`config.mk`:
```
export PLATFORM = sky130hd
export DESIGN_NAME = argmin_result_sink
export DESIGN_NICKNAME = d
export VERILOG_FILES = /design/src/rtl/argmin_result_sink.sv
export SDC_FILE = /design/constraint.sdc
export NUM_CORES = 1
export LEC_CHECK = 0
export BUFFER_PORTS_ARGS = -buffer_cell sky130_fd_sc_hd__clkbuf_2
export CAP_MARGIN = 10
export CORE_UTILIZATION = 30
export CTS_BUF_LIST = sky130_fd_sc_hd__clkbuf_4
export CTS_CLUSTER_SIZE = 25
export DETAILED_ROUTE_END_ITERATION = 10
export PLACE_DENSITY_LB_ADDON = 0.15
export SLEW_MARGIN = 40
export SYNTH_ARGS = -nofsm -noshare
export SYNTH_HDL_FRONTEND = slang
export SYNTH_SLANG_ARGS = --single-unit
```
`constraint.sdc`:
```
create_clock -name clk -period 3.5 [get_ports clk]
set_input_delay 0.525 -clock clk [delete_from_list [all_inputs] [get_ports clk]]
set_output_delay 0.525 -clock clk [all_outputs]
set_load 0.02 [all_outputs]
```
`src/rtl/argmin_result_sink.sv`:
```
// Root-side sink of the census argmin tree: tracks valid slots, tags
// confidence and end-of-line, buffers results and back-pressures the tree.
//
// Ports:
//   clk, rst (async, active low)
//   in_valid   : leaves entering the tree this cycle are a real pixel
//   tree_en    : shared enable of every argmin stage (upstream ready)
//   min_val    : root minimum cost
//   min_addr   : root disparity
//   thresh     : confidence threshold
//   out_valid, out_ready : head handshake
//   out_disp, out_cost, out_conf, out_last : head entry fields
//   level      : FIFO occupancy
module argmin_result_sink #(
  parameter int WIDTH      = 6,
  parameter int ADDR_WIDTH = 6,
  parameter int STAGES     = 6,
  parameter int DEPTH      = 8,
  parameter int LINE_W     = 320
) (
  input  logic                    clk,
  input  logic                    rst,
  input  logic                    in_valid,
  output logic                    tree_en,
  input  logic [WIDTH-1:0]        min_val,
  input  logic [ADDR_WIDTH-1:0]   min_addr,
  input  logic [WIDTH-1:0]        thresh,
  output logic                    out_valid,
  input  logic                    out_ready,
  output logic [ADDR_WIDTH-1:0]   out_disp,
  output logic [WIDTH-1:0]        out_cost,
  output logic                    out_conf,
  output logic                    out_last,
  output logic [$clog2(DEPTH):0]  level
);

  localparam int PW = $clog2(DEPTH);
  localparam int CW = (LINE_W > 1) ? $clog2(LINE_W) : 1;
  localparam logic [PW:0]   FULL = (PW+1)'(DEPTH);
  localparam logic [CW-1:0] LAST = CW'(LINE_W - 1);

  typedef struct packed {
    logic [ADDR_WIDTH-1:0] disp;
    logic [WIDTH-1:0]      cost;
    logic                  conf;
    logic                  last;
  } ent_t;

  logic [STAGES-1:0] vld;
  logic [PW-1:0]     wr_ptr;
  logic [PW-1:0]     rd_ptr;
  logic [CW-1:0]     line_cnt;
  ent_t              mem [DEPTH];
  ent_t              wr_ent;
  ent_t              head;
  logic              push;
  logic              pop;

  assign out_valid = (level != '0);
  assign pop       = out_valid & out_ready;
  // A pop frees the slot a same-cycle push needs, so full+pop still runs.
  assign tree_en   = (level < FULL) | pop;
  assign push      = tree_en & vld[STAGES-1];

  // Valid bits move in lockstep with the tree registers.
  always_ff @(posedge clk or negedge rst) begin
    if (!rst) begin
      vld <= '0;
    end else if (tree_en) begin
      vld[0] <= in_valid;
      for (int i = 1; i < STAGES; i++) begin
        vld[i] <= vld[i-1];
      end
    end
  end

  always_comb begin
    wr_ent      = '0;
    wr_ent.disp = min_addr;
    wr_ent.cost = min_val;
    wr_ent.conf = (min_val <= thresh);
    wr_ent.last = (line_cnt == LAST);
  end

  always_ff @(posedge clk) begin
    if (push) begin
      mem[wr_ptr] <= wr_ent;
    end
  end

  always_ff @(posedge clk or negedge rst) begin
    if (!rst) begin
      wr_ptr   <= '0;
      rd_ptr   <= '0;
      level    <= '0;
      line_cnt <= '0;
    end else begin
      if (push) begin
        wr_ptr   <= wr_ptr + PW'(1);
        line_cnt <= (line_cnt == LAST) ? '0 : line_cnt + CW'(1);
      end
      if (pop) begin
        rd_ptr <= rd_ptr + PW'(1);
      end
      unique case ({push, pop})
        2'b10:   level <= level + (PW+1)'(1);
        2'b01:   level <= level - (PW+1)'(1);
        default: level <= level;
      endcase
    end
  end

  always_comb begin
    head     = mem[rd_ptr];
    out_disp = '0;
    out_cost = '0;
    out_conf = 1'b0;
    out_last = 1'b0;
    if (out_valid) begin
      out_disp = head.disp;
      out_cost = head.cost;
      out_conf = head.conf;
      out_last = head.last;
    end
  end

endmodule

```
==> implementation parameters, run 1 <==
Parameter                              Value

Timing
  Worst slew margin relative to its limit    0.519
  Final setup TNS    0 ns
  Worst Hold Margin    0.229 ns
  Final setup vio count    0
  Achievable clock frequency    329 MHz
  Count of final hold-check violations    0
  Minimum clock period after layout    3.04 ns
  Worst slew pin tran    0.722 ns
  Pins over their slew limit    0
  Setup clock skew after layout    0.0163 ns
  Unrepaired setup endpoints after global routing    no
  Crit share post-route    0.867

Clock network
  Cell at the root of the clock tree    clkbuf_4
  Clock sink count    137
  Depth of the CTS H-tree    4
  Setup fix buffers added after clock tree synthesis    0
  Number of gates resized after cts    0
  CTS tree    built
  Number of hold buffers added after cts    1
  Clock insertion delay at the later pin of the skew report    0.54 ns
  Maximum number of buffers from clock root to sink    2
  CTS buffer count    17
  Clock input transition at the sequential cells of the worst setup and hold paths    0.11 ns

Logic synthesis
  Netlist area before placement    5700 µm²
  Mean instance size in the synthesized netlist    17.9 µm²
  Count of flip-flops with a built-in enable after synthesis    112
  Total nets after synthesis    353
  Async set-reset flop share out of synthesis    0.182
  Syn. warnings    0
  Leading area contributor after synthesis    edfxtp_1
  Primary flip-flop cell chosen by synthesis mapping    edfxtp_1
  Post-synthesis cell count    319
  Flip-flop and latch count after synthesis    137
  Biggest area contributors in the synthesized netlist    edfxtp_1, mux4_2, dfrtp_1, ha_1, mux2i_1
  Most common cell in the synthesized netlist    edfxtp_1
  Register area share after synthesis    0.700
  Commonest cells in the synthesized netlist    edfxtp_1, mux4_2, dfrtp_1
  Number of library cell types mapped by synthesis    42
  Yosys top cell area share    0.590

Floorplanning
  Core region area    18600 µm²
  Floorplan die area    19600 µm²
  Starting Density    0.306
  Number of ports placed on the die boundary    42
  Site Rows    50
  Die outline height    140 µm
  Die Span X    140 µm

Flow run
  Count of maximum capacitance violations    0

Routing
  Detail Route Antenna Nets    0
  Via-to-Cell Ratio    4.65
  Initial DRC Count    135
  Post-detailed-routing wire length    11400 µm
  DRC Markers    0
  Routed WL per cell    18.0 µm
  Via total after detailed routing    2941
  DR pass1 iterations    4

Power and ir drop
  Net Sw Frac    0.367
  Overall power after layout    5.21 mW
  Cell Pwr Density    793 nW/µm²
  Portion of total power attributed to sequential cells    0.462
  Switching power summed over all nets    1.91 mW
  Worst supply voltage drop on vdd    239 µV
  Share of power burned in the clock network    0.180
  Combinational share of power    0.358
  LEAKAGE    2.38 nW
  Internal power consumption    3.30 mW

Setup path
  Arrival time of data at the critical path endpoint    2.51 ns
  Launching element type of the critical path    flip-flop
  Worst Setup End Kind    output pin
  Maximum fanout count along the critical path    16
  Endpoint required time on the critical path    2.97 ns
  Kind of critical path    flip-flop to output pin

GRT
  Overall global routing resource usage    0.129
  Initial antenna violation count    1
  Global-route wire length before repair    18100 µm
  Total global routing overflow    0
  Largest net degree at the start of global routing    26
  Via count of the first global-routing pass    3122

Place
  Gp weighted congestion    0.682
  Port bufs    41
  Placed wire-length estimate    7120 µm

Final layout
  Number of inserted filler cells in the final layout    1776
  Final design utilization    0.352
  Synthesis-to-finish area growth    15.2%
  Layout cells sized above 1    0.338
  Nets    418

Min path
  Min-delay worst type    input port to flip-flop

Status
  Run status    completed
[per-layer routing]
| layer | GRT usage | part of all wire | wire, µm | vias up |
|---|---|---|---|---|
| li1 | - | - | - | 1379 |
| met1 | 0.165 | 0.47 | 5310 | 1509 |
| met2 | 0.206 | 0.48 | 5500 | 44 |
| met3 | 0.0330 | 0.035 | 398 | 9 |
| met4 | 0.0555 | 0.014 | 162 | 0 |
| met5 | 0 | 0 | 0 | - |
[state kept, by name, summed over array words and instances, names as in the netlist]
signal / cells
vld: 6
level: 4
rd_ptr: 3
wr_ptr: 3
line_cnt: 9
mem: 112
[kinds of logic (layout without fill, tap and decap cells)]
| logic type | count (synthesis) | count (layout) | share of synthesized area |
|---|---|---|---|
| multiplexers | 49 | 49 | 0.150 |
| AO/OA/AOI/OAI | 19 | 19 | 0.0217 |
| XOR/XNOR | 12 | 12 | 0.0184 |
| other | 0 | 2 | 0 |
| buffers and inverters | 25 | 103 | 0.0244 |
| adder cells (fa/ha/maj) | 12 | 12 | 0.0263 |
| flip-flops | 137 | 137 | 0.700 |
| AND/OR/NAND/NOR | 65 | 65 | 0.0597 |
[layout make-up]
class,count,area (µm²),share of cell area
Clock buffer,17,128,0.0194
Clock inverter,15,126,0.0192
Multi-Input combinational cell,157,1610,0.245
Sequential cell,137,3990,0.608
Timing Repair Buffer,59,368,0.0560
Inverter,12,47.5,0.00724
Tap cell,234,293,0.0446
Antenna cell,2,5.00,0.000762
[path summary, 6_finish.rpt]
check | startpoint | end | slack (ns) | cells past startpoint
max | rd_ptr[0] | out_disp[1] | 0.46 | 5
min | in_valid | vld[0] | 0.23 | 2
max reg2reg | level[3] | level[3] | 0.93 | 9
min reg2reg | vld[4] | vld[5] | 0.49 | 2
max in group asynchronous | rst | rd_ptr[0] | 2.47 | 2
min in group asynchronous | rst | vld[3] | 0.55 | 2
[cells in the final DEF (no fill, tap or decap), types with 4 or more instances in the layout]
master / netlist / routed
ha_1: 12 / 12
dfrtp_1: 25 / 24
nand2b_1: 6 / 6
buf_4: 2 / 15
nor3_2: 0 / 4
xor2_1: 6 / 6
mux2_2: 6 / 6
nand2_1: 19 / 19
nor2_1: 19 / 19
a21oi_1: 4 / 4
clkbuf_2: 0 / 41
clkbuf_4: 0 / 17
mux2i_1: 14 / 14
inv_1: 10 / 10
edfxtp_1: 112 / 112
xnor2_1: 6 / 6
mux4_2: 28 / 28
[power by group through the flow]
stage / Clock, mW / Combinational, mW / Sequential [mW]
CTS: 0.980 / 1.92 / 2.42
floorplan: 0 / 1.43 / 2.30
global placement: 0 / 1.90 / 2.44
detailed placement: 0 / 1.91 / 2.46
global route: 1.05 / 2.06 / 2.46
finish: 0.937 / 1.86 / 2.40
[metrics by stage]
| step | cell area, µm² | std cells | worst slack (ns) |
|---|---|---|---|
| 2_1_floorplan | 5700 | 319 | 0.480 |
| 3_3_place_gp | 6290 | 598 | 0.844 |
| 3_5_place_dp | 6300 | 598 | 0.789 |
| 4_1_cts | 6560 | 631 | 0.296 |
| 5_1_grt | 6570 | 633 | 0.173 |
| 6_report | 6570 | 633 | 0.465 |
[critical path, stage by stage, from the launching register on]
cell	delay, ns
dfrtp_2	0.73
buf_4	0.34
mux4_2	0.53
mux2i_1	0.17
nor2_1	0.06
clkbuf_2	0.16
(Power assumes the default switching activity.)
==> run 2: changes to the inputs <==
--- a/config.mk
+++ b/config.mk
@@ -7,7 +7,7 @@
 export LEC_CHECK = 0
 export BUFFER_PORTS_ARGS = -buffer_cell sky130_fd_sc_hd__clkbuf_2
 export CAP_MARGIN = 10
-export CORE_UTILIZATION = 30
+export CORE_UTILIZATION = 36
 export CTS_BUF_LIST = sky130_fd_sc_hd__clkbuf_4
 export CTS_CLUSTER_SIZE = 25
 export DETAILED_ROUTE_END_ITERATION = 10
==> implementation parameters, run 2 (synthesis results as in run 1) <==
Parameter                              Value

Final layout
  Layout cells sized above 1    0.329 (-0.00845)
  Final cell count without fillers    604 (-4.6%)
  Biggest regs    mem (112), line_cnt (9), vld (6)
  Nets    414 (-0.96%)
  Synthesis-to-finish area growth    14.5%
  Largest register FFs    112 (unchanged)
  Register with the most flip-flops    mem
  Final standard cell area without fillers    6530 µm² (-0.61%)
  Number of inserted filler cells in the final layout    1414 (-20%)
  Most common cell after layout, fill and taps aside    edfxtp_1
  Most frequent cells in the layout    edfxtp_1, clkbuf_2, mux4_2

Setup path
  Arrival time of data at the critical path endpoint    2.45 ns (-0.06 ns)
  Launching element type of the critical path    flip-flop
  Number of cells on the critical path    5 (unchanged)
  Critical path cell sequence    buf_12, mux4_2, mux2i_1, nor2_1, clkbuf_2
  Kind of critical path    flip-flop to output pin
  Endpoint required time on the critical path    2.97 ns (about the same)
  Maximum fanout count along the critical path    18 (+2)
  Beginning of the worst register-to-register path    level[3]
  Worst Setup End Kind    output pin
  Start point of the critical path    rd_ptr[0]
  Delay of the slowest critical-path stage    0.68 ns (-0.05 ns)
  CP max stage cell    dfrtp_2
  Depth of the worst register-to-register path    9 (unchanged)
  Top Family by Delay on Critical Path    multiplexers
  Critical path buffers and inverters    2 (unchanged)

Timing
  Minimum clock period after layout    2.97 ns (-0.0646 ns)
  Unrepaired setup endpoints after global routing    no
  Final setup vio count    0 (unchanged)
  Worst Hold Margin    0.225 ns (-0.00411 ns)
  Count of final hold-check violations    0 (unchanged)
  Achievable clock frequency    337 MHz (+2.2%)
  Crit share post-route    0.849 (-0.0185)
  Worst slew margin relative to its limit    0.571 (+0.0520)
  Worst slew pin tran    0.644 ns (-0.0780 ns)
  Final setup TNS    0 ns (unchanged)
  Pins over their slew limit    0 (unchanged)
  Setup clock skew after layout    0.00970 ns (-0.00658 ns)

Place
  Dpl cells    571 (-4.5%)
  Port bufs    41 (unchanged)
  Placed cell areas    6220 µm² (-1.1%)
  Gp weighted congestion    0.693 (+1.6%)
  Placed wire-length estimate    6970 µm (-2.2%)

Clock network
  Clock insertion delay at the later pin of the skew report    0.53 ns (about the same)
  Clock input transition at the sequential cells of the worst setup and hold paths    0.11 ns (about the same)
  Cell at the root of the clock tree    clkbuf_4
  Number of gates resized after cts    0 (unchanged)
  Depth of the CTS H-tree    4 (unchanged)
  Clock sink count    137 (unchanged)
  CTS tree    built
  Maximum number of buffers from clock root to sink    2 (unchanged)
  CTS buffer count    17 (unchanged)

Floorplanning
  Site Rows    45 (-10%)
  Starting Density    0.372 (+0.0665)
  Die Span X    128 µm (-8.6%)
  Core region area    15300 µm² (-18%)
  Floorplan die area    16300 µm² (-16%)
  Die outline height    128 µm (-8.6%)
  Number of ports placed on the die boundary    42 (unchanged)

Routing
  Detail Route Antenna Nets    0 (unchanged)
  Post-detailed-routing wire length    11000 µm (-3.5%)
  Initial DRC Count    232 (+72%)
  Routed WL per cell    18.2 µm (+1.2%)
  DR pass1 iterations    4 (unchanged)
  DRC Markers    0 (unchanged)
  Via-to-Cell Ratio    4.88 (+5.1%)
  Via total after detailed routing    2949 (+0.27%)

Min path
  Hold path startpoint    in_valid
  Min-delay worst type    input port to flip-flop
  Number of cells traversed by the worst hold path    2 (unchanged)

GRT
  Via count of the first global-routing pass    2973 (-4.8%)
  Largest net degree at the start of global routing    31 (+19%)
  Global-route wire length before repair    17200 µm (-5.1%)
  Overall global routing resource usage    0.149 (+0.0203)
  Initial antenna violation count    1 (unchanged)
  Total global routing overflow    0 (unchanged)

Power and ir drop
  Worst supply voltage drop on vdd    238 µV (-0.37%)
  LEAKAGE    2.38 nW (about the same)
  Overall power after layout    5.29 mW (+1.6%)
  Cell Pwr Density    811 nW/µm² (+2.2%)

Flow run
  Count of maximum capacitance violations    0 (unchanged)

Status
  Run status    completed
## run 2: changes by cell type in the layout (fill, tap and decap cells not counted), moves of 2 or more
cell and change:
inv_6 -3, buf_4 -3, clkbuf_4 +3, clkinv_4 -3, bufinv_16 +2
## run 2: report_power, final
part           internal, mW  total [mW]  switching [mW]
combinational         0.848        1.90            1.05
clock                 0.503        1.03           0.532
sequential             2.09        2.35           0.262
## run 2: routing by layer
layer,GRT usage,up-vias,part of all wire
li1,-,1364,-
met1,0.202,1531,0.49
met2,0.226,42,0.46
met3,0.0371,12,0.026
met4,0.0685,0,0.016
met5,0,-,0
## run 2: stage by stage
| stage | utilization | setup slack, ns |
|---|---|---|
| floorplan | - | 0.480 |
| finish | 0.426 | 0.529 |
| detailed placement | 0.406 | 0.781 |
| global route | 0.426 | 0.314 |
| CTS | 0.425 | 0.393 |
| global placement | 0.406 | 0.843 |
## run 2: path summary, 6_finish.rpt
path	end	slack, ns
worst max-delay path	out_disp[5]	0.53
worst min-delay path	vld[0]	0.22
worst max register to register	level[3]	0.91
worst min register to register	vld[5]	0.50
max in group asynchronous	rd_ptr[0]	2.49
min in group asynchronous	line_cnt[8]	0.54
## run 2: timing repair
item / in CTS / in global routing
setup buffers: 0 / 0
endpoints found under the hold margin: 25 / 0
hold buffers: 1 / 0
## run 2: layout make-up
| class | count | area (µm²) | share of cell area |
|---|---|---|---|
| well taps | 211 | 264 | 0.0405 |
| diodes | 1 | 2.50 | 0.000384 |
| repair buffers | 55 | 325 | 0.0499 |
| inverters | 12 | 47.5 | 0.00729 |
| flip-flops and latches | 137 | 3990 | 0.612 |
| multi-input cells | 157 | 1620 | 0.248 |
| clock buffers | 20 | 150 | 0.0230 |
| clock inverters | 11 | 130 | 0.0199 |
==> run 3: changes to the inputs <==
==> constraint.sdc (replaced) <==
create_clock -name clk -period 2.4 [get_ports clk]
set_input_delay 0.36 -clock clk [delete_from_list [all_inputs] [get_ports clk]]
set_output_delay 0.36 -clock clk [all_outputs]
set_load 0.02 [all_outputs]
==> implementation parameters, run 3 (synthesis results as in run 1) <==
Parameter                              Value

Place
  Placed cell areas    6320 µm² (+1.6%)
  Gp weighted congestion    0.729 (+5.2%)
  Port bufs    41 (unchanged)
  Pre-CTS setup slack    0.164 ns (-0.617 ns)
  Placed wire-length estimate    6850 µm (-1.6%)

Final layout
  Layout cells sized above 1    0.369 (+0.0399)
  Nets    433 (+4.6%)
  Most common cell after layout, fill and taps aside    edfxtp_1
  Final standard cell area without fillers    6670 µm² (+2.1%)
  Most frequent cells in the layout    edfxtp_1, clkbuf_2, mux4_2, buf_4, dfrtp_1
  Largest register FFs    112 (unchanged)
  Synthesis-to-finish area growth    16.9%
  Number of antenna diodes    0 (-1)
  Final design utilization    0.435 (+0.00915)
  Register with the most flip-flops    mem
  Biggest regs    mem (112), line_cnt (9), vld (6)

Routing
  Detail Route Antenna Nets    0 (unchanged)
  DRC Markers    0 (unchanged)
  Via-to-Cell Ratio    4.74 (-2.8%)
  Routed WL per cell    17.4 µm (-4.2%)
  Post-detailed-routing wire length    10900 µm (-1.2%)
  Initial DRC Count    125 (-46%)
  Via total after detailed routing    2956 (+0.24%)
  DR pass1 iterations    4 (unchanged)

GRT
  Initial antenna violation count    0 (-1)
  Overall global routing resource usage    0.147 (-0.00215)
  Via count of the first global-routing pass    3048 (+2.5%)
  Largest net degree at the start of global routing    26 (-16%)
  Global-route wire length before repair    16900 µm (-1.9%)
  Total global routing overflow    0 (unchanged)

Timing
  Worst slew pin tran    0.636 ns (-0.00781 ns)
  Worst Hold Margin    0.0855 ns (-0.139 ns)
  Unrepaired setup endpoints after global routing    yes
  Final setup vio count    11 (+11)
  Minimum clock period after layout    2.48 ns
  Worst slew margin relative to its limit    0.576 (+0.00520)
  Achievable clock frequency    403 MHz
  Pins over their slew limit    0 (unchanged)
  Setup clock skew after layout    0.0120 ns (+0.00231 ns)
  Count of final hold-check violations    0 (unchanged)
  Crit share post-route    1.03
  Worst setup margin    -0.0838 ns (-0.613 ns)

Floorplanning
  Die outline height    128 µm (unchanged)
  Starting Density    0.372 (unchanged)
  Floorplan die area    16300 µm² (unchanged)
  Die Span X    128 µm (unchanged)
  Core region area    15300 µm² (unchanged)
  Number of ports placed on the die boundary    42 (unchanged)
  Site Rows    45 (unchanged)

Setup path
  Critical path cell sequence    buf_4, buf_12, mux4_2, mux2i_2, nor2_1, buf_2
  Endpoint required time on the critical path    2.04 ns (-0.93 ns)
  Beginning of the worst register-to-register path    level[2]
  Worst Setup End Kind    output pin
  Flop2flop setup slack    0.20 ns (-0.71 ns)
  CP max stage cell    mux4_2
  Arrival time of data at the critical path endpoint    2.12 ns (-0.33 ns)
  Endpoint of the worst-slack reg-to-reg timing path    level[2]
  Delay of the slowest critical-path stage    0.51 ns (-0.17 ns)
  Maximum fanout count along the critical path    6 (-12)
  Launching element type of the critical path    flip-flop
  Depth of the worst register-to-register path    10 (+1)
  Kind of critical path    flip-flop to output pin

Status
  Run status    finished with violations
  Violated checks    setup timing

Clock network
  CTS buffer count    17 (unchanged)
  Maximum number of buffers from clock root to sink    2 (unchanged)
  Depth of the CTS H-tree    4 (unchanged)
  Clock sink count    137 (unchanged)
  Clock insertion delay at the later pin of the skew report    0.55 ns (+0.02 ns)
  Clock input transition at the sequential cells of the worst setup and hold paths    0.11 ns (about the same)
  CTS tree    built
  Cell at the root of the clock tree    clkbuf_4

Min path
  Hold path startpoint    min_addr[3]
  WHS Endpoint    mem[4][11]
  Number of cells traversed by the worst hold path    1 (-1)
  Min-delay worst type    input port to flip-flop

Power and ir drop
  Overall power after layout    7.78 mW (+47%)
  LEAKAGE    2.45 nW (+2.9%)
  Worst supply voltage drop on vdd    392 µV (+64%)
  Cell Pwr Density    1170 nW/µm² (+44%)

Flow run
  Count of maximum capacitance violations    0 (unchanged)
## run 3: cell types whose count changed in the layout (fill, tap and decap cells not counted), moves of 2 or more
cell / previous run / this run
bufinv_16: 3 / 1
clkbuf_2: 41 / 33
dfrtp_1: 24 / 21
clkinv_4: 0 / 2
buf_2: 0 / 8
buf_4: 12 / 28
dfrtp_2: 1 / 4
## run 3: worst max-delay path, delay by kind of cell, from the launching register on
kind,cells,cell delay (ns)
mux,2,0.69
buf+inv,3,0.42
flops,1,0.41
simple gates,1,0.06
## run 3: power breakdown
group / internal (mW) / leakage [nW] / total (mW) / switching, mW
clock: 0.524 / 0.131 / 1.33 / 0.810
sequential: 3.06 / 1.31 / 3.33 / 0.275
combinational: 1.43 / 1.00 / 3.11 / 1.68
total: 5.01 / 2.45 / 7.78 / 2.76
## run 3: worst max path at each step
stage	startpoint	end	cells after the start
final	rd_ptr[0]	out_disp[5]	6
after global routing	rd_ptr[0]	out_cost[1]	5
after CTS	rd_ptr[0]	out_cost[4]	5
after detailed placement	level[0]	level[2]	10
after global placement	level[0]	level[2]	10
after floorplan	level[3]	mem[2][0]	7
## run 3: cell type report
cell class                 instances  area (µm²)
fill                            1417        8650
clock inverter                    13         105
multi-input combinational        157        1610
timing repair buffer              74         500
clock buffer                      19         143
tap                              211         264
sequential                       137        3990
inverter                          12        47.5
## run 3: what timing repair did
item,in CTS,in global routing
setup buffers,1,3
endpoints found under the hold margin,25,1
resized for setup,3,10
setup endpoints to repair,14,15
gates cloned,0,1
hold buffers,1,1
## run 3: metrics by stage
step                setup TNS (ns)  cells
floorplan                   -10.45    319
global placement                 0    584
detailed placement               0    584
CTS                          -1.13    618
global route                 -2.43    623
finish                      -0.337    623
## run 3: layer usage
metal | vias up | track usage | share of wire
met5 | - | 0 | 0
met4 | 0 | 0.0685 | 0.015
met3 | 16 | 0.0405 | 0.032
met2 | 36 | 0.234 | 0.50
met1 | 1499 | 0.186 | 0.45
li1 | 1405 | - | -
